### config.mk
export PLATFORM = sky130hd
export DESIGN_NAME = wts_key_sequencer
export DESIGN_NICKNAME = d
export VERILOG_FILES = /design/src/rtl/wts_key_sequencer_pkg.sv /design/src/rtl/wts_key_sequencer_tick.sv /design/src/rtl/wts_key_sequencer.sv
export SDC_FILE = /design/constraint.sdc
export NUM_CORES = 1
export LEC_CHECK = 0
export CAP_MARGIN = 20
export CORE_UTILIZATION = 35
export CTS_CLUSTER_DIAMETER = 60
export CTS_CLUSTER_SIZE = 16
export DETAILED_ROUTE_END_ITERATION = 7
export MAX_ROUTING_LAYER = met4
export PLACE_DENSITY = 0.58
export SYNTH_ARGS = -nofsm -noshare
export SYNTH_HDL_FRONTEND = slang
export SYNTH_SLANG_ARGS = --single-unit
export TNS_END_PERCENT = 100
### constraint.sdc
create_clock -name clk -period 1.8 [get_ports clk]
set_input_delay 0.18 -clock clk [delete_from_list [all_inputs] [get_ports clk]]
set_output_delay 0.18 -clock clk [all_outputs]
set_load 0.01 [all_outputs]
### src/rtl/wts_key_sequencer_pkg.sv
// Shared encodings for the WTS channel key sequencer: states, register map,
// control bits and pending-command codes.
package wts_key_sequencer_pkg;

   typedef enum logic [1:0] {
      ST_IDLE    = 2'd0,
      ST_GATE    = 2'd1,
      ST_RELEASE = 2'd2
   } state_e;

   typedef enum logic [1:0] {
      CMD_NONE    = 2'd0,
      CMD_ON      = 2'd1,
      CMD_RELEASE = 2'd2,
      CMD_OFF     = 2'd3
   } cmd_e;

   localparam logic [2:0] ADDR_GATE_LO = 3'd0;
   localparam logic [2:0] ADDR_GATE_HI = 3'd1;
   localparam logic [2:0] ADDR_REL_LO  = 3'd2;
   localparam logic [2:0] ADDR_REL_HI  = 3'd3;
   localparam logic [2:0] ADDR_CTRL    = 3'd4;

   localparam int unsigned CTRL_ON_BIT     = 0;
   localparam int unsigned CTRL_REL_BIT    = 1;
   localparam int unsigned CTRL_OFF_BIT    = 2;
   localparam int unsigned CTRL_REPEAT_BIT = 4;

   // key_off outranks key_on, which outranks key_release
   function automatic cmd_e decode_ctrl(input logic [7:0] d);
      cmd_e c;
      if (d[CTRL_OFF_BIT])      c = CMD_OFF;
      else if (d[CTRL_ON_BIT])  c = CMD_ON;
      else if (d[CTRL_REL_BIT]) c = CMD_RELEASE;
      else                      c = CMD_NONE;
      return c;
   endfunction

endpackage

### src/rtl/wts_key_sequencer_tick.sv
// wts_tick_prescaler: counts active cycles and fires tick on every TICK_DIV-th;
// clear restarts the count from zero.
module wts_tick_prescaler #(
   parameter int unsigned TICK_DIV = 256
) (
   input  logic clk,
   input  logic nreset,
   input  logic active,
   input  logic clear,
   output logic tick
);

   localparam logic [7:0] LAST = 8'(TICK_DIV - 1);

   logic [7:0] cnt_q, cnt_d;

   assign tick = active && (cnt_q == LAST);

   always_comb begin
      cnt_d = cnt_q;
      if (active) begin
         if (clear || tick) cnt_d = '0;
         else               cnt_d = cnt_q + 8'd1;
      end
   end

   always_ff @(posedge clk or negedge nreset) begin
      if (!nreset) cnt_q <= '0;
      else         cnt_q <= cnt_d;
   end

endmodule

### src/rtl/wts_key_sequencer.sv
// WTS channel key sequencer: CPU commands plus gate/release timers produce
// key pulses for the ADSR. Optional auto-repeat: `define WTS_KEY_SEQ_REPEAT_EN.
module wts_key_sequencer
   import wts_key_sequencer_pkg::*;
#(
   parameter int unsigned TICK_DIV = 256
) (
   input  logic       clk,
   input  logic       nreset,
   input  logic       active,
   input  logic       wr,
   input  logic [2:0] address,
   input  logic [7:0] wdata,
   output logic       key_on,
   output logic       key_release,
   output logic       key_off,
   output logic [1:0] state,
   output logic       busy
);

   state_e      state_q, state_d;
   cmd_e        cmd_q, cmd_d;
   logic [15:0] gate_len_q, rel_len_q;
   logic [15:0] gate_cnt_q, gate_cnt_d, rel_cnt_q, rel_cnt_d;
   logic        on_q, on_d, rel_q, rel_d, off_q, off_d;
   logic        tick, presc_clr;
   logic        ev_on, ev_rel, ev_off;
   logic        ctrl_wr;
   cmd_e        wr_cmd;
`ifdef WTS_KEY_SEQ_REPEAT_EN
   logic        repeat_q;
`endif

   wts_tick_prescaler #(.TICK_DIV(TICK_DIV)) u_presc (
      .clk    (clk),
      .nreset (nreset),
      .active (active),
      .clear  (presc_clr),
      .tick   (tick)
   );

   assign ctrl_wr = wr && (address == ADDR_CTRL);
   assign wr_cmd  = decode_ctrl(wdata);

   // a new command written on the consuming clk replaces the one being consumed
   always_comb begin
      cmd_d = cmd_q;
      if (ctrl_wr && (wr_cmd != CMD_NONE)) cmd_d = wr_cmd;
      else if (active)                     cmd_d = CMD_NONE;
   end

   always_comb begin
      state_d    = state_q;
      gate_cnt_d = gate_cnt_q;
      rel_cnt_d  = rel_cnt_q;
      presc_clr  = 1'b0;
      ev_on      = 1'b0;
      ev_rel     = 1'b0;
      ev_off     = 1'b0;
      if (active) begin
         if (cmd_q != CMD_NONE) begin
            case (cmd_q)
               CMD_OFF: begin
                  state_d = ST_IDLE;
                  ev_off  = 1'b1;
               end
               CMD_ON: begin
                  state_d    = ST_GATE;
                  gate_cnt_d = gate_len_q;
                  presc_clr  = 1'b1;
                  ev_on      = 1'b1;
               end
               CMD_RELEASE: begin
                  if (state_q == ST_GATE) begin
                     state_d   = ST_RELEASE;
                     rel_cnt_d = rel_len_q;
                     ev_rel    = 1'b1;
                  end
               end
               default: ;
            endcase
         end else if (tick) begin
            case (state_q)
               ST_GATE: begin
                  if (gate_cnt_q == 16'd1) begin
                     state_d   = ST_RELEASE;
                     rel_cnt_d = rel_len_q;
                     ev_rel    = 1'b1;
                  end else if (gate_cnt_q != 16'd0) begin
                     gate_cnt_d = gate_cnt_q - 16'd1;
                  end
               end
               ST_RELEASE: begin
                  if (rel_cnt_q == 16'd1) begin
`ifdef WTS_KEY_SEQ_REPEAT_EN
                     if (repeat_q) begin
                        state_d    = ST_GATE;
                        gate_cnt_d = gate_len_q;
                        presc_clr  = 1'b1;
                        ev_on      = 1'b1;
                     end else begin
                        state_d = ST_IDLE;
                        ev_off  = 1'b1;
                     end
`else
                     state_d = ST_IDLE;
                     ev_off  = 1'b1;
`endif
                  end else if (rel_cnt_q == 16'd0) begin
                     state_d = ST_IDLE;
                  end else begin
                     rel_cnt_d = rel_cnt_q - 16'd1;
                  end
               end
               ST_IDLE: ;
               default: state_d = ST_IDLE;
            endcase
         end
      end
   end

   // pulses are refreshed each active cycle, so each lasts exactly one active period
   always_comb begin
      on_d  = on_q;
      rel_d = rel_q;
      off_d = off_q;
      if (active) begin
         on_d  = ev_on;
         rel_d = ev_rel;
         off_d = ev_off;
      end
   end

   always_ff @(posedge clk or negedge nreset) begin
      if (!nreset) begin
         state_q    <= ST_IDLE;
         cmd_q      <= CMD_NONE;
         gate_len_q <= '0;
         rel_len_q  <= '0;
         gate_cnt_q <= '0;
         rel_cnt_q  <= '0;
         on_q       <= 1'b0;
         rel_q      <= 1'b0;
         off_q      <= 1'b0;
      end else begin
         state_q    <= state_d;
         cmd_q      <= cmd_d;
         gate_cnt_q <= gate_cnt_d;
         rel_cnt_q  <= rel_cnt_d;
         on_q       <= on_d;
         rel_q      <= rel_d;
         off_q      <= off_d;
         if (wr) begin
            case (address)
               ADDR_GATE_LO: gate_len_q[7:0]  <= wdata;
               ADDR_GATE_HI: gate_len_q[15:8] <= wdata;
               ADDR_REL_LO:  rel_len_q[7:0]   <= wdata;
               ADDR_REL_HI:  rel_len_q[15:8]  <= wdata;
               default: ;
            endcase
         end
      end
   end

`ifdef WTS_KEY_SEQ_REPEAT_EN
   always_ff @(posedge clk or negedge nreset) begin
      if (!nreset)      repeat_q <= 1'b0;
      else if (ctrl_wr) repeat_q <= wdata[CTRL_REPEAT_BIT];
   end
`endif

   assign key_on      = on_q;
   assign key_release = rel_q;
   assign key_off     = off_q;
   assign state       = state_q;
   assign busy        = (state_q != ST_IDLE) || (cmd_q != CMD_NONE);

endmodule
=== Word-level counts from Yosys, hierarchy flattened ===
Cells that the tools add are included.
W data, S select, Z words.

* Register bits: 79
* Output and inout bits: 6
* Logic and storage cells: 104

* Add/sub/neg operators: 3
* Eq/ne operators: 23
* Muxes and demuxes: 42
* Reductions and logical operators: 24

{| class="wikitable"
|+ Operators by type and width
! cell !! count
|-
| $mux W16 || 13
|-
| $eq A16 B1 Y1 const B || 2
|-
| $pmux W16 S2 || 1
|-
| $sub A16 B1 Y16 const B || 2
|-
| $mux W2 || 11
|-
| $logic_not A16 Y1 || 1
|-
| $reduce_bool A16 Y1 || 1
|-
| $reduce_bool A2 Y1 || 8
|-
| $mux W1 || 14
|-
| $pmux W2 S3 || 2
|-
| $ne A3 B3 Y1 const B || 3
|-
| $add A8 B1 Y8 const B || 1
|-
| $eq A8 B8 Y1 const B || 1
|-
| $mux W8 || 1
|-
| $reduce_and A2 Y1 || 4
|-
| $reduce_and A8 Y1 || 1
|-
| $reduce_and A7 Y1 || 1
|-
| $eq A2 B2 Y1 const B || 3
|-
| $eq A3 B2 Y1 const B || 2
|-
| $ne A2 B1 Y1 const B || 3
|-
| $reduce_and A6 Y1 || 1
|-
| $eq A2 B1 Y1 const B || 2
|-
| $ne A2 B2 Y1 const B || 2
|-
| $ne A4 B1 Y1 const B || 1
|-
| 8 further kinds || 11
|}

=== Longest topological paths before layout ===
Gate-level depths: netlist of run 1.

* Depth in word-level cells: 6
* Gate-level depth with buffers: 9
* Depth with buffers taken out: 7

=== Modules after synthesis ===
A second synthesis of run 1 with hierarchy kept.

* Cell total of the unflattened synthesis: 432
* Area, all modules: 4315.4 um^2

{| class="wikitable"
|+ Modules (own cells, without submodules)
! module !! times used !! cells an instance !! area an instance (um^2) !! sequential area each (um^2)
|-
| wts_key_sequencer || 1 || 385 || 3856.2 || 1776.7
|-
| wts_tick_prescaler || 1 || 47 || 459.2 || 200.2
|}

=== Worst setup path after synthesis of run 1 ===
Ideal clock, no wire load.

* Path type: reg-to-reg
* From: register gate_cnt_q[1]
* To: register rel_cnt_q[4]
* Data arrival time: 1.796 ns
* Required time: 1.675 ns
* Slack: -0.121 ns
* Cell stages (with the launch flop): 9
* Buffers on the path: 1
* Period minus slack after synthesis: 1.921 ns
* Cells stage by stage: dfrtp_1 > inv_1 > ha_1 > nor3b_1 > nand4_1 > a211oi_2 > and2_1 > buf_6 > mux2_4

* Longest elaborated chain between the ends: 3

{| class="wikitable"
|+ Ends and longest elaborated chain
! what !! RTL line !! RTL
|-
| from (decl) || wts_key_sequencer.sv:24 || <nowiki>logic [15:0] gate_cnt_q, gate_cnt_d, rel_cnt_q, rel_cnt_d;</nowiki>
|-
| from (signal assigned) || wts_key_sequencer.sv:148 || <nowiki>gate_cnt_q <= gate_cnt_d;</nowiki>
|-
| $eq A16 B1 Y1 || wts_key_sequencer.sv:85 || <nowiki>if (gate_cnt_q == 16'd1) begin</nowiki>
|-
| $ne A3 B2 Y1 (no line) || - ||
|-
| $reduce_and A8 Y1 (no line) || - ||
|-
| to (signal assigned) || wts_key_sequencer.sv:149 || <nowiki>rel_cnt_q <= rel_cnt_d;</nowiki>
|-
| to (decl) || wts_key_sequencer.sv:24 ||
|}

No other way between the ends.
A chain may end at the register's enable or synchronous reset.

=== Worst setup path in the final report of run 1 ===
Same ends and word-level chain as after synthesis.

==> results summary, run 1 <==
The worst path arrival time is around 2.2 ns. The family with the most delay on the worst path is simple AND/OR/NAND/NOR gates. Max-cap violations in this run came to 0. The setup TNS came out at -1.99 ns. Once detailed placement completed, the half-perimeter wirelength came to 8190 µm. The post-synthesis area per instance is 10.2 µm².

For this run, the number of Yosys warnings is 0. The clock period minus worst slack is around 1.9 ns. The count of nets left with antenna violations after detail routing is 0. The die is around 110 µm wide. The total die area came out at 12600 µm².

The count of different cell masters after synthesis is 62. The first global-routing pass estimated ~20000 µm of wire. For this design the ratio of total power to cell area is 1310 nW/µm². The overall global routing resource usage is 0.212.

The final setup skew is between 0.01 and 0.015 ns. The count of input and output buffers is 20. The number of antenna violations at the first check in global routing came to 0. The largest net degree at the start of global routing came out at between 50 and 60.

For the worst flop-to-flop path, the logic depth is 8. The highest fanout seen on the critical path came out at 5. The final critical-path share of the clock period is 1.08. The floorplan row count came out at 39. TritonCTS built the clock tree. The DRC marker count from the first detailed-route iteration is 200.

The final worst-path setup slack came out at -0.147 ns. The clock transition at the registers of the reported paths came out at 0.06 ns. The share of flip-flops with an asynchronous set or reset after synthesis is 1.00. The final route contains 3726 vias.

The mapped netlist covers ~4300 µm². The clock net sink count is between 70 and 80. STA classifies the critical path startpoint as a flip-flop. For this run, the leading register cell type out of synthesis is sky130_fd_sc_hd__dfrtp_1. The largest voltage drop on the vdd net is 0.463 mV. The number of global-route vias before repair is around 3900. In the routed layout, each cell is associated on average with a via count of ~5.5. The number of antenna cells inserted came out at 0. Setup violations remaining at the end of the flow were counted as 32. In the final layout, the share of cells above drive strength 1 is 0.379. The number of top-level pins is 21. The number of buffers created by CTS came out at 9. The number of instances in the synthesized netlist is roughly 420. The clock network latency to the later pin of the worst-skew pair came out at ~0.34 ns. The weighted congestion at the end of routability-driven global placement is roughly 0.85. The final wirelength is 12000 µm. The worst setup path is captured at a flip-flop. The delay of the slowest critical-path stage is ~0.4 ns. Among all stages on the critical path, the largest delay is contributed by sky130_fd_sc_hd__dfrtp_1. The post-synth net total came out at around 440. The final reports fail on setup timing. The depth of the CTS H-tree is 3. The net count of the finished layout is approximately 560.

Clock tree synthesis selected as its root buffer the cell sky130_fd_sc_hd__clkbuf_16. The max-slew violation total from the final report is 0. The highest clock frequency the design can meet is 514 MHz. Summed over all cells, the static leakage comes to ~2.5 nW.

The total placed cells including tap cells came out at 645. Once layout is complete, the cells apart from fillers number 679. The transition time at the pin with the least slew margin came out at about 0.40 ns. The final-report hold violation count came out at 0.

The worst setup path is of the reg -> reg kind. Setup repair after global routing could not meet its margin everywhere. The startpoint of the lowest-slack register-to-register path is gate_cnt_q[1]. The relative slew slack is 0.730. Across all register-to-register paths, the minimum setup slack is -0.15 ns. The endpoint identified for the worst register-to-register timing path is rel_cnt_q[4]. The average wire per standard cell is ~18 µm. The post-synthesis to final-layout area growth is 38.0%. The synthesized design spends more area on one cell type than any other, namely sky130_fd_sc_hd__dfrtp_1. The overall overflow remaining after global route came out at 0. The number of synthesized flops with an enable pin came out at 0. In this run the worst hold path is classified as in -> async. The critical path required time is between 2 and 2.5 ns. No sink is reached through more buffers than the 2 on the longest clock path. The total DRC errors in the routed layout is 0. After synthesis, the cell types taking the most area are sky130_fd_sc_hd__dfrtp_1 46%, sky130_fd_sc_hd__mux2_2 8.4%, sky130_fd_sc_hd__a21oi_1 3.0%. The core region is 11700 µm². The number of search-and-repair iterations in the first detailed-routing pass is 4. The sequential share of the synthesized area came out at 0.463. The run finished, with violations left. The signal on the critical path passes through inv_2 > ha_4 > nor3b_2 > nand4_1 > a211oi_2 > buf_4 > and2_4 > mux2_4. The initial core utilization is 0.366. The overall die height is 112 µm. The proportion of netlist area held by the largest area contributor came out at 0.463. The number of buffer and inverter stages on the critical path came out at 2. The number of register bits inferred by synthesis is 79.
==> layer usage <==
metal  global-route usage  vias up  routed length (µm)
met4               0.0622        0                 132
met2                0.336       99                5780
met1                0.274     1833                5570
met5                    -        -                   0
met3               0.0437       12                 529
li1                     -     1782                   -
==> metrics by stage <==
stage	power, mW	hold slack (ns)	util	cell area [µm²]	worst slack, ns
after floorplan	4.12	-0.116	-	4290	-0.000757
after global placement	5.35	0.135	0.448	5220	-0.272
after detailed placement	5.43	0.135	0.448	5220	-0.280
after CTS	7.67	0.335	0.500	5830	-0.177
after global routing	8.19	0.367	0.505	5890	-0.200
final	7.71	0.330	0.505	5890	-0.147
==> layout make-up <==
cell class	instances	area, µm²
Clock inverter	6	92.6
Clock buffer	10	229
Multi-Input combinational cell	308	2330
Fill cell	1067	5780
Sequential cell	79	1980
Inverter	11	41.3
Tap cell	143	179
Timing Repair Buffer	122	1040
==> power breakdown <==
part	internal [mW]	switching (mW)
clock network	1.22	0.751
registers	2.25	0.429
logic	1.58	1.47
total	5.06	2.65
==> flip-flops by register name, summed over array words and instances, names as in the netlist <==
signal	cells
cmd_q	2
key_release	1
u_presc.cnt_q	8
gate_len_q	16
gate_cnt_q	16
key_on	1
rel_len_q	16
key_off	1
rel_cnt_q	16
state	2
==> timing repair <==
item | 4_1_cts | 5_1_grt
resized for setup | 44 | 11
setup buffers | 15 | 1
hold buffers | 1 | 0
endpoints found under the hold margin | 26 | 0
cloned | 1 | 0
setup endpoints to repair | 32 | 35
pin swaps | 22 | 8
==> worst max-delay path by stage <==
stage	depth (start not counted)	slack, ns	end	from
2_1_floorplan	8	-0.0008	rel_cnt_q[4]	gate_cnt_q[1]
3_3_place_gp	6	-0.27	rel_cnt_q[4]	gate_cnt_q[4]
3_5_place_dp	6	-0.28	rel_cnt_q[4]	gate_cnt_q[4]
4_1_cts	8	-0.18	rel_cnt_q[4]	gate_cnt_q[1]
5_1_grt	8	-0.20	rel_cnt_q[4]	gate_cnt_q[1]
6_report	8	-0.15	rel_cnt_q[4]	gate_cnt_q[1]
==> Yosys cell counts, drive strengths merged (7+ instances only) <==
cell	number
nand2	34
nor2	33
ha	9
nand4	8
nand3	17
nor3	15
clkbuf	9
dfrtp	79
o22ai	7
nor4	10
a21oi	26
buf	11
o21ai	21
o31ai	8
mux2	33
inv	11
==> logic make-up after synthesis <==
group | synth area share
mux | 0.0974
compound gates | 0.170
xor+xnor | 0.0123
flops | 0.463
fa+ha+maj | 0.0264
simple gates | 0.195
buf+inv | 0.0358
==> placed cells by master (no fill, tap or decap), types with 3 or more instances in the layout <==
master and n:
sky130_fd_sc_hd__ha_1 7, sky130_fd_sc_hd__dfrtp_1 78, sky130_fd_sc_hd__nand2_1 33, sky130_fd_sc_hd__o311ai_1 5, sky130_fd_sc_hd__nand3_1 15, sky130_fd_sc_hd__inv_1 10
sky130_fd_sc_hd__xor2_1 4, sky130_fd_sc_hd__mux2i_1 4, sky130_fd_sc_hd__a22oi_1 5, sky130_fd_sc_hd__nand3b_1 6, sky130_fd_sc_hd__nor3_2 4, sky130_fd_sc_hd__a31oi_1 4
sky130_fd_sc_hd__o22ai_2 4, sky130_fd_sc_hd__buf_12 3, sky130_fd_sc_hd__buf_4 93, sky130_fd_sc_hd__nor3_1 11, sky130_fd_sc_hd__o2bb2ai_1 4, sky130_fd_sc_hd__o31ai_1 8
sky130_fd_sc_hd__nor2_1 30, sky130_fd_sc_hd__o22ai_1 3, sky130_fd_sc_hd__nand2b_1 3, sky130_fd_sc_hd__a21oi_1 25, sky130_fd_sc_hd__o21ai_1 3, sky130_fd_sc_hd__or3_1 4
sky130_fd_sc_hd__clkbuf_16 9, sky130_fd_sc_hd__nor2b_1 4, sky130_fd_sc_hd__nor4_4 5, sky130_fd_sc_hd__nor4_1 3, sky130_fd_sc_hd__o211ai_1 5, sky130_fd_sc_hd__nand4_1 8
sky130_fd_sc_hd__o21ai_2 8, sky130_fd_sc_hd__mux2_2 32, sky130_fd_sc_hd__a22o_1 3, sky130_fd_sc_hd__clkdlybuf4s50_1 18, sky130_fd_sc_hd__o21ai_0 10, sky130_fd_sc_hd__buf_6 5
Power figures use the tool's default switching activity.
==> run 2: changes to the inputs <==
--- a/config.mk
+++ b/config.mk
@@ -5,6 +5,7 @@
 export SDC_FILE = /design/constraint.sdc
 export NUM_CORES = 1
 export LEC_CHECK = 0
+export ABC_AREA = 1
 export CAP_MARGIN = 20
 export CORE_UTILIZATION = 35
 export CTS_CLUSTER_DIAMETER = 60
==> run 2 against run 1 <==
Effect of this change: the run now ends clean; setup slack gained 0.27 ns; worst hold slack worse by 0.069 ns; global-route usage is 1.7 points lower; area after synthesis is 5.1% higher; register-to-register slack improved by 0.27 ns; non-clock buffer count is 57 lower; flip-flop and latch count stayed put; die area grew 5.0%; cell area fell by 5.3%.
==> results summary, run 2 <==
The floorplan row count is 40 (+2.6%). The number of vias per cell is 4.77 (-13%). By instance count, the leading cell after synthesis is sky130_fd_sc_hd__nand2_1. The clock network latency to the later pin of the worst-skew pair was 0.34 ns (about the same). The highest fanout seen on the critical path is 15 (+10).

The count of endpoints failing setup in the final report is 0 (-100%). The filler cell count came to 1218 (+14%). The final core utilization is 0.455 (-0.0502).

The critical path required time came out at 2.03 ns (about the same). The count of max-cap constraint violations came out at 0 (unchanged). The buffer depth of the longest clock path was 2 (unchanged). TritonCTS built the clock tree.

The number of warning messages in the yosys log came out at 0 (unchanged). The overall die height is 115 µm (+2.5%). The total power divided by cell area came out at 1560 nW/µm² (+19%).

The average wire per standard cell is 13.2 µm (-26%). Setup repair after global routing left no endpoint under its margin. The transition time at the pin with the least slew margin is 0.415 ns (+0.0102 ns). The overall global routing resource usage is 0.195 (-0.0166). The highest clock frequency the design can meet came out at 597 MHz (+16%).

The count of nets after finishing is 721 (+30%). The via count of the routed design came out at 4153 (+11%). The flow ran to the end, and the final reports show no timing, DRC or antenna violations.

The total DRC errors in the routed layout is 0 (unchanged). The top cell types in the final layout, fill and taps aside, are 237 x sky130_fd_sc_hd__nand2_1, 79 x sky130_fd_sc_hd__dfrtp_1, 69 x sky130_fd_sc_hd__nor2_1, 55 x sky130_fd_sc_hd__o21ai_0. The clock period minus worst slack came out at 1.67 ns (-0.273 ns). The post-synthesis to final-layout area growth came out at 24.3%. The placed instance area came out at 5150 µm² (-1.2%). The count of nets left with antenna violations after detail routing came out at 0 (unchanged).

The count of input and output buffers came out at 20 (unchanged). The reported leakage power is 2.82 nW (+12%). In the post-synthesis netlist, the biggest area contributors are sky130_fd_sc_hd__dfrtp_1 44%, sky130_fd_sc_hd__nand2_1 20%, sky130_fd_sc_hd__o21ai_0 6.1%.

The final wirelength was 11500 µm (-4.6%). The post-synthesis instance area was 4490 µm² (+5.1%). The width of the chip came out at 115 µm (+2.5%). The number of top-level pins came out at 21 (unchanged). The largest voltage drop on the vdd net is 0.593 mV (+28%). STA classifies the critical path startpoint as a flip-flop. The post-synthesis area per instance came out at 7.05 µm² (-31%).

The largest net degree at the start of global routing is 41 (-24%). The post-synth net total is 660 (+49%). The number of register bits inferred by synthesis is 79 (unchanged). The number of buffers created by CTS was 9 (unchanged). The initial core utilization came out at 0.366 (about the same).

The total area of sequential cells is 1980 µm² (about the same). The final non-filler cell area came out at 5570 µm² (-5.3%). The ratio of cells with drive above 1 in the final layout is 0.120 (-0.259).

Summed over all instances, the cell type with the most area after synthesis is sky130_fd_sc_hd__dfrtp_1. The library cell used most frequently in the layout, excluding fill and tap cells, is sky130_fd_sc_hd__nand2_1. The area of combinational cells with multiple inputs is 2250 µm² (-3.4%). The final setup skew is 0.00865 ns (-0.00209 ns). The wire length of the first global-routing pass came out at 19100 µm (-4.9%).

The number of global-route vias before repair came out at 3935 (+1.8%). The number of synthesized flops with an enable pin came to 0 (unchanged). The DRC marker count from the first detailed-route iteration is 274 (+37%). Counting instances in the post-synthesis netlist gives the leading cell types as 239 x sky130_fd_sc_hd__nand2_1, 79 x sky130_fd_sc_hd__dfrtp_1, 71 x sky130_fd_sc_hd__nor2_1, 55 x sky130_fd_sc_hd__o21ai_0, 53 x sky130_fd_sc_hd__inv_1. The count of different cell masters after synthesis is 34 (-45%). The weighted congestion at the end of routability-driven global placement came to 0.845 (about the same). The clock net sink count is 79 (unchanged). The half-perimeter wire length of the detailed placement result is 8460 µm (+3.4%). The relative slew slack is 0.723 (-0.00704). The clock transition at the registers of the reported paths came out at 0.06 ns (about the same). The final-report hold violation count is 0 (unchanged).

The total die area is 13300 µm² (+5.0%). The number of search-and-repair iterations in the first detailed-routing pass was 5 (+1). The number of antenna cells inserted is 0 (unchanged). The worst hold slack across all endpoints came out at 0.262 ns (-0.0687 ns).

The sequential share of the synthesized area is 0.441 (-0.0226). The number of instances in the synthesized netlist came out at 636 (+52%). The overall overflow remaining after global route is 0 (unchanged). The number of antenna violations at the first check in global routing is 0 (unchanged).

In this run the worst hold path is classified as in -> async. The worst path arrival time is 1.91 ns (-0.25 ns). The max-slew violation total from the final report was 0 (unchanged). The clock root buffer is sky130_fd_sc_hd__clkbuf_16. The proportion of netlist area held by the largest area contributor is 0.441 (-0.0226).

The critical path is of the reg -> reg type. The core footprint is 12300 µm² (+5.1%). The depth of the CTS H-tree is 3 (unchanged).

STA classifies the critical path endpoint as a flip-flop. For this run, the leading register cell type out of synthesis is sky130_fd_sc_hd__dfrtp_1. The share of flip-flops with an asynchronous set or reset after synthesis was 1.00 (unchanged). The final critical-path share of the clock period is 0.930 (-0.152).
==> run 2: cell families (layout without fill, tap and decap cells) <==
family          Yosys count  after routing  synth area share
buf+inv                  71            137            0.0661
xor+xnor                  4              4           0.00781
flops                    79             79             0.441
simple gates            387            387             0.357
compound gates           86             86             0.103
fa+ha+maj                 9              9            0.0251
==> run 2: worst paths after layout <==
kind	from	endpoint	slack [ns]	cells after the start
max in group asynchronous	nreset	rel_len_q[6]	0.91	3
hold / removal	nreset	u_presc.cnt_q[3]	0.26	2
setup reg to reg	rel_cnt_q[0]	rel_cnt_q[7]	0.13	10
hold reg to reg	gate_len_q[2]	gate_len_q[2]	0.48	2
setup / recovery	rel_cnt_q[0]	rel_cnt_q[7]	0.13	10
min in group clk	gate_len_q[2]	gate_len_q[2]	0.48	2
==> run 2: stage by stage <==
stage,setup WS (ns),power [mW],cells,TNS (ns)
4_1_cts,0.0921,8.68,870,0
3_5_place_dp,-0.00277,6.48,850,-0.00277
2_1_floorplan,0.198,5.18,636,0
5_1_grt,0.00248,9.46,870,0
3_3_place_gp,0.0294,6.42,850,0
6_report,0.126,8.67,870,0
==> run 2: critical path, cell delays in order (launching register included) <==
cell                      delay [ns]
sky130_fd_sc_hd__dfrtp_1        0.41
sky130_fd_sc_hd__inv_1          0.12
sky130_fd_sc_hd__ha_1           0.19
sky130_fd_sc_hd__nand2_1        0.11
sky130_fd_sc_hd__nor2_2         0.18
sky130_fd_sc_hd__nand3_1        0.12
sky130_fd_sc_hd__nand3_2        0.11
sky130_fd_sc_hd__nor2_4         0.06
sky130_fd_sc_hd__buf_12         0.14
sky130_fd_sc_hd__nand2_1        0.07
sky130_fd_sc_hd__nand2_1        0.05
==> run 2: timing repair <==
item / 4_1_cts / 5_1_grt
resized for setup: 2 / 10
endpoints found under the setup margin: 7 / 32
hold buffers: 1 / 0
hold endpoints to repair: 14 / 0
setup buffers: 3 / 0
pin swaps: 1 / 1
==> run 2: report_power, final <==
part / total [mW] / switching, mW / internal [mW]
sequential: 2.76 / 0.452 / 2.31
combinational: 3.79 / 2.26 / 1.53
clock: 2.12 / 0.763 / 1.36
total: 8.67 / 3.48 / 5.20
==> run 2: final cells by class <==
class / count / area share
inverter: 56 / 0.0382
sequential: 79 / 0.355
tap: 168 / 0.0377
multi-input combinational: 486 / 0.403
clock inverter: 7 / 0.0218
clock buffer: 9 / 0.0404
timing repair buffer: 65 / 0.104
==> run 2: metal layers <==
metal,global-route usage,vias up,routed length (µm)
met5,-,-,0
met3,0.0290,20,410
met2,0.301,70,5240
met1,0.254,1916,5530
li1,-,2147,-
met4,0.0874,0,272
==> run 3: changes to the inputs <==
--- a/config.mk
+++ b/config.mk
@@ -12,7 +12,7 @@
 export CTS_CLUSTER_SIZE = 16
 export DETAILED_ROUTE_END_ITERATION = 7
 export MAX_ROUTING_LAYER = met4
-export PLACE_DENSITY = 0.58
+export PLACE_DENSITY_LB_ADDON = 0.15
 export SYNTH_ARGS = -nofsm -noshare
 export SYNTH_HDL_FRONTEND = slang
 export SYNTH_SLANG_ARGS = --single-unit
==> run 3 against run 2 <==
Effect of this change: core utilization is 0.19 points lower; sequential power hardly changed; non-clock buffer count is 4 higher; setup slack better by 0.031 ns; power is 2.0% lower; highest routed layer unchanged.
==> results summary, run 3 (same netlist as run 2, synthesis figures left out) <==
The flow ran to the end, and the final reports show no timing, DRC or antenna violations. In this run the critical register-to-register path is captured at rel_cnt_q[1]. The wire length of the first global-routing pass was 19300 µm (+0.86%). The number of vias per cell was 4.81 (+0.79%).

The critical path required time is 2.03 ns (about the same). The floorplan row count came to 40 (unchanged). The count of endpoints failing setup in the final report was 0 (unchanged). The depth of the CTS H-tree came out at 3 (unchanged). The clock network latency to the later pin of the worst-skew pair came to 0.35 ns (about the same). The worst-case reg-to-reg path depth is 9 (-1). The startpoint of the worst setup timing path is rel_cnt_q[0]. The total area of sequential cells came out at 1980 µm² (unchanged). The final worst-path setup slack is 0.157 ns (+0.0310 ns).

The max-slew violation total from the final report is 0 (unchanged). The half-perimeter wire length of the detailed placement result came out at 8410 µm (-0.57%). The number of buffers created by CTS came to 9 (unchanged). The power spent charging and discharging nets came to 3.54 mW (+1.9%). The transition time at the pin with the least slew margin came out at 0.573 ns (+0.159 ns). The number of global-route vias before repair came out at 3839 (-2.4%). The average wire per standard cell is 13.3 µm (+0.81%). The reported leakage power is 2.81 nW (-0.28%). The placed instance area is 5160 µm² (about the same). The CTS tree is yes.

The buffer depth of the longest clock path came out at 2 (unchanged). Among all stages on the critical path, the largest delay is contributed by sky130_fd_sc_hd__dfrtp_1. The switching share of power came out at 0.417 (+0.0158). The number of search-and-repair iterations in the first detailed-routing pass is 4 (-1). The filler cell count came out at 1293 (+6.2%). The most common cell type on the critical path is sky130_fd_sc_hd__nand3_2. The worst path arrival time is 1.87 ns (-0.04 ns). The ratio of cells with drive above 1 in the final layout came out at 0.126 (+0.00640). The final wirelength came out at 11600 µm (+1.3%). In this run the worst hold path is classified as in -> async. The final non-filler cell area is 5550 µm² (-0.43%). The number of antenna cells inserted came out at 0 (unchanged). Walking the worst path, the cells encountered are buf_4 > ha_1 > nand2_1 > nor2_1 > nand3_2 > nand3_2 > nor2_4 > clkbuf_16 > o21ai_1.

The highest clock frequency the design can meet came out at 609 MHz (+1.9%). The count of nets after finishing was 725 (+0.55%). The combinational fraction of design power is 0.453 (+0.016). The critical path startpoint category is a flip-flop. The number of top-level pins is 21 (unchanged). The setup TNS came out at 0 ns (unchanged). The final critical-path share of the clock period came to 0.913 (-0.0172). The overall die height is 115 µm (unchanged). The width of the chip is 115 µm (unchanged). The relative slew slack is 0.618 (-0.105). The total power divided by cell area came out at 1530 nW/µm² (-1.5%).

The total DRC errors in the routed layout is 0 (unchanged). The overall overflow remaining after global route is 0 (unchanged). The startpoint identified for the worst register-to-register timing path is rel_cnt_q[0]. The proportion of power drawn by flip-flops and latches is 0.322 (+0.003). The root buffer cell chosen for the clock tree is sky130_fd_sc_hd__clkbuf_16. The slack of the worst reg-to-reg path came to 0.16 ns (+0.03 ns).

Leaving out fill and tap cells, the most frequent cells in the layout are 237 x sky130_fd_sc_hd__nand2_1, 79 x sky130_fd_sc_hd__dfrtp_1, 69 x sky130_fd_sc_hd__nor2_1, 55 x sky130_fd_sc_hd__o21ai_0. The clock transition at the registers of the reported paths came out at 0.07 ns (about the same). The count of max-cap constraint violations came out at 0 (unchanged).

The final setup skew is 0.0115 ns (+0.00286 ns). The design internal power is 4.96 mW (-4.5%). The post-route total power is 8.50 mW (-2.0%). The delay of the slowest critical-path stage is 0.40 ns (about the same). The core footprint is 12300 µm² (unchanged). The DRC marker count from the first detailed-route iteration came out at 290 (+5.8%).

The clock net sink count is 79 (unchanged). The area of combinational cells with multiple inputs came out at 2230 µm² (-0.72%). The number of antenna violations at the first check in global routing came to 0 (unchanged).

The largest net degree at the start of global routing came out at 42 (+2.4%). The setup path with the least slack is of type reg -> reg. The weighted congestion at the end of routability-driven global placement is 0.820 (-2.9%).

The kind of end point of the critical path is a flip-flop. The part of the power in the clock network came to 0.225 (-0.020). The initial core utilization came out at 0.366 (unchanged). The clock period minus worst slack came out at 1.64 ns (-0.0310 ns). The highest fanout seen on the critical path came out at 10 (-5). The worst slack at placement is -0.0271 ns (-0.0243 ns). The final core utilization came out at 0.453 (-0.00194). The count of nets left with antenna violations after detail routing is 0 (unchanged). The largest voltage drop on the vdd net is 0.522 mV (-12%). The library cell used most frequently in the layout, excluding fill and tap cells, is sky130_fd_sc_hd__nand2_1. The post-synthesis to final-layout area growth came out at 23.7%. The total die area is 13300 µm² (unchanged). The final-report hold violation count came out at 0 (unchanged). The via count of the routed design is 4205 (+1.3%).

The count of input and output buffers is 20 (unchanged). The overall global routing resource usage is 0.198 (+0.00245).
run 3: what timing repair did:
| item | 4_1_cts | 5_1_grt |
|---|---|---|
| gates cloned | 0 | 1 |
| hold buffers | 1 | 0 |
| buffers inserted | 1 | 3 |
| pin swaps | 1 | 2 |
| resized for setup | 2 | 8 |
| hold endpoints to repair | 38 | 0 |
| setup endpoints to repair | 12 | 34 |
run 3: layout make-up:
type,count,area share
clock buffer,9,0.0406
timing repair buffer,69,0.111
inverter,56,0.0383
sequential,79,0.356
clock inverter,7,0.0142
tap,168,0.0379
multi-input combinational,486,0.402
run 3: power groups by stage:
stage / Sequential (mW) / Combinational (mW) / Clock, mW
after global routing: 2.82 / 4.48 / 2.03
final: 2.74 / 3.85 / 1.92
after global placement: 2.75 / 3.71 / 0
after CTS: 2.73 / 3.77 / 1.95
after detailed placement: 2.76 / 3.75 / 0
after floorplan: 2.74 / 2.44 / 0
run 3: worst max-delay path by stage:
stage / to
after floorplan: rel_cnt_q[1]
after global placement: rel_cnt_q[6]
after detailed placement: rel_cnt_q[4]
after CTS: state[1]
after global routing: rel_cnt_q[6]
final: rel_cnt_q[1]
run 3: metrics by stage:
step | hold slack (ns) | std cells
2_1_floorplan | -0.116 | 636
4_1_cts | 0.382 | 870
3_5_place_dp | 0.214 | 852
5_1_grt | 0.438 | 874
3_3_place_gp | 0.209 | 852
6_report | 0.365 | 874
run 3: routing by layer:
layer  part of all wire  global-route usage  wire, µm  up-vias
met3              0.037              0.0348       433       14
met4              0.015              0.0693       173        0
met5                  0                   -         0        -
li1                   -                   -         -     2166
met1               0.51               0.273      5870     1950
met2               0.44               0.291      5120       75
run 3: worst max-delay path: cells and delay by family, from the launching register on:
kind / cells / cell delay [ns]
buffers and inverters: 2 / 0.33
AOI/OAI and AO/OA: 1 / 0.06
adders and majority gates: 1 / 0.20
DFF: 1 / 0.40
and+or+nand+nor: 5 / 0.53
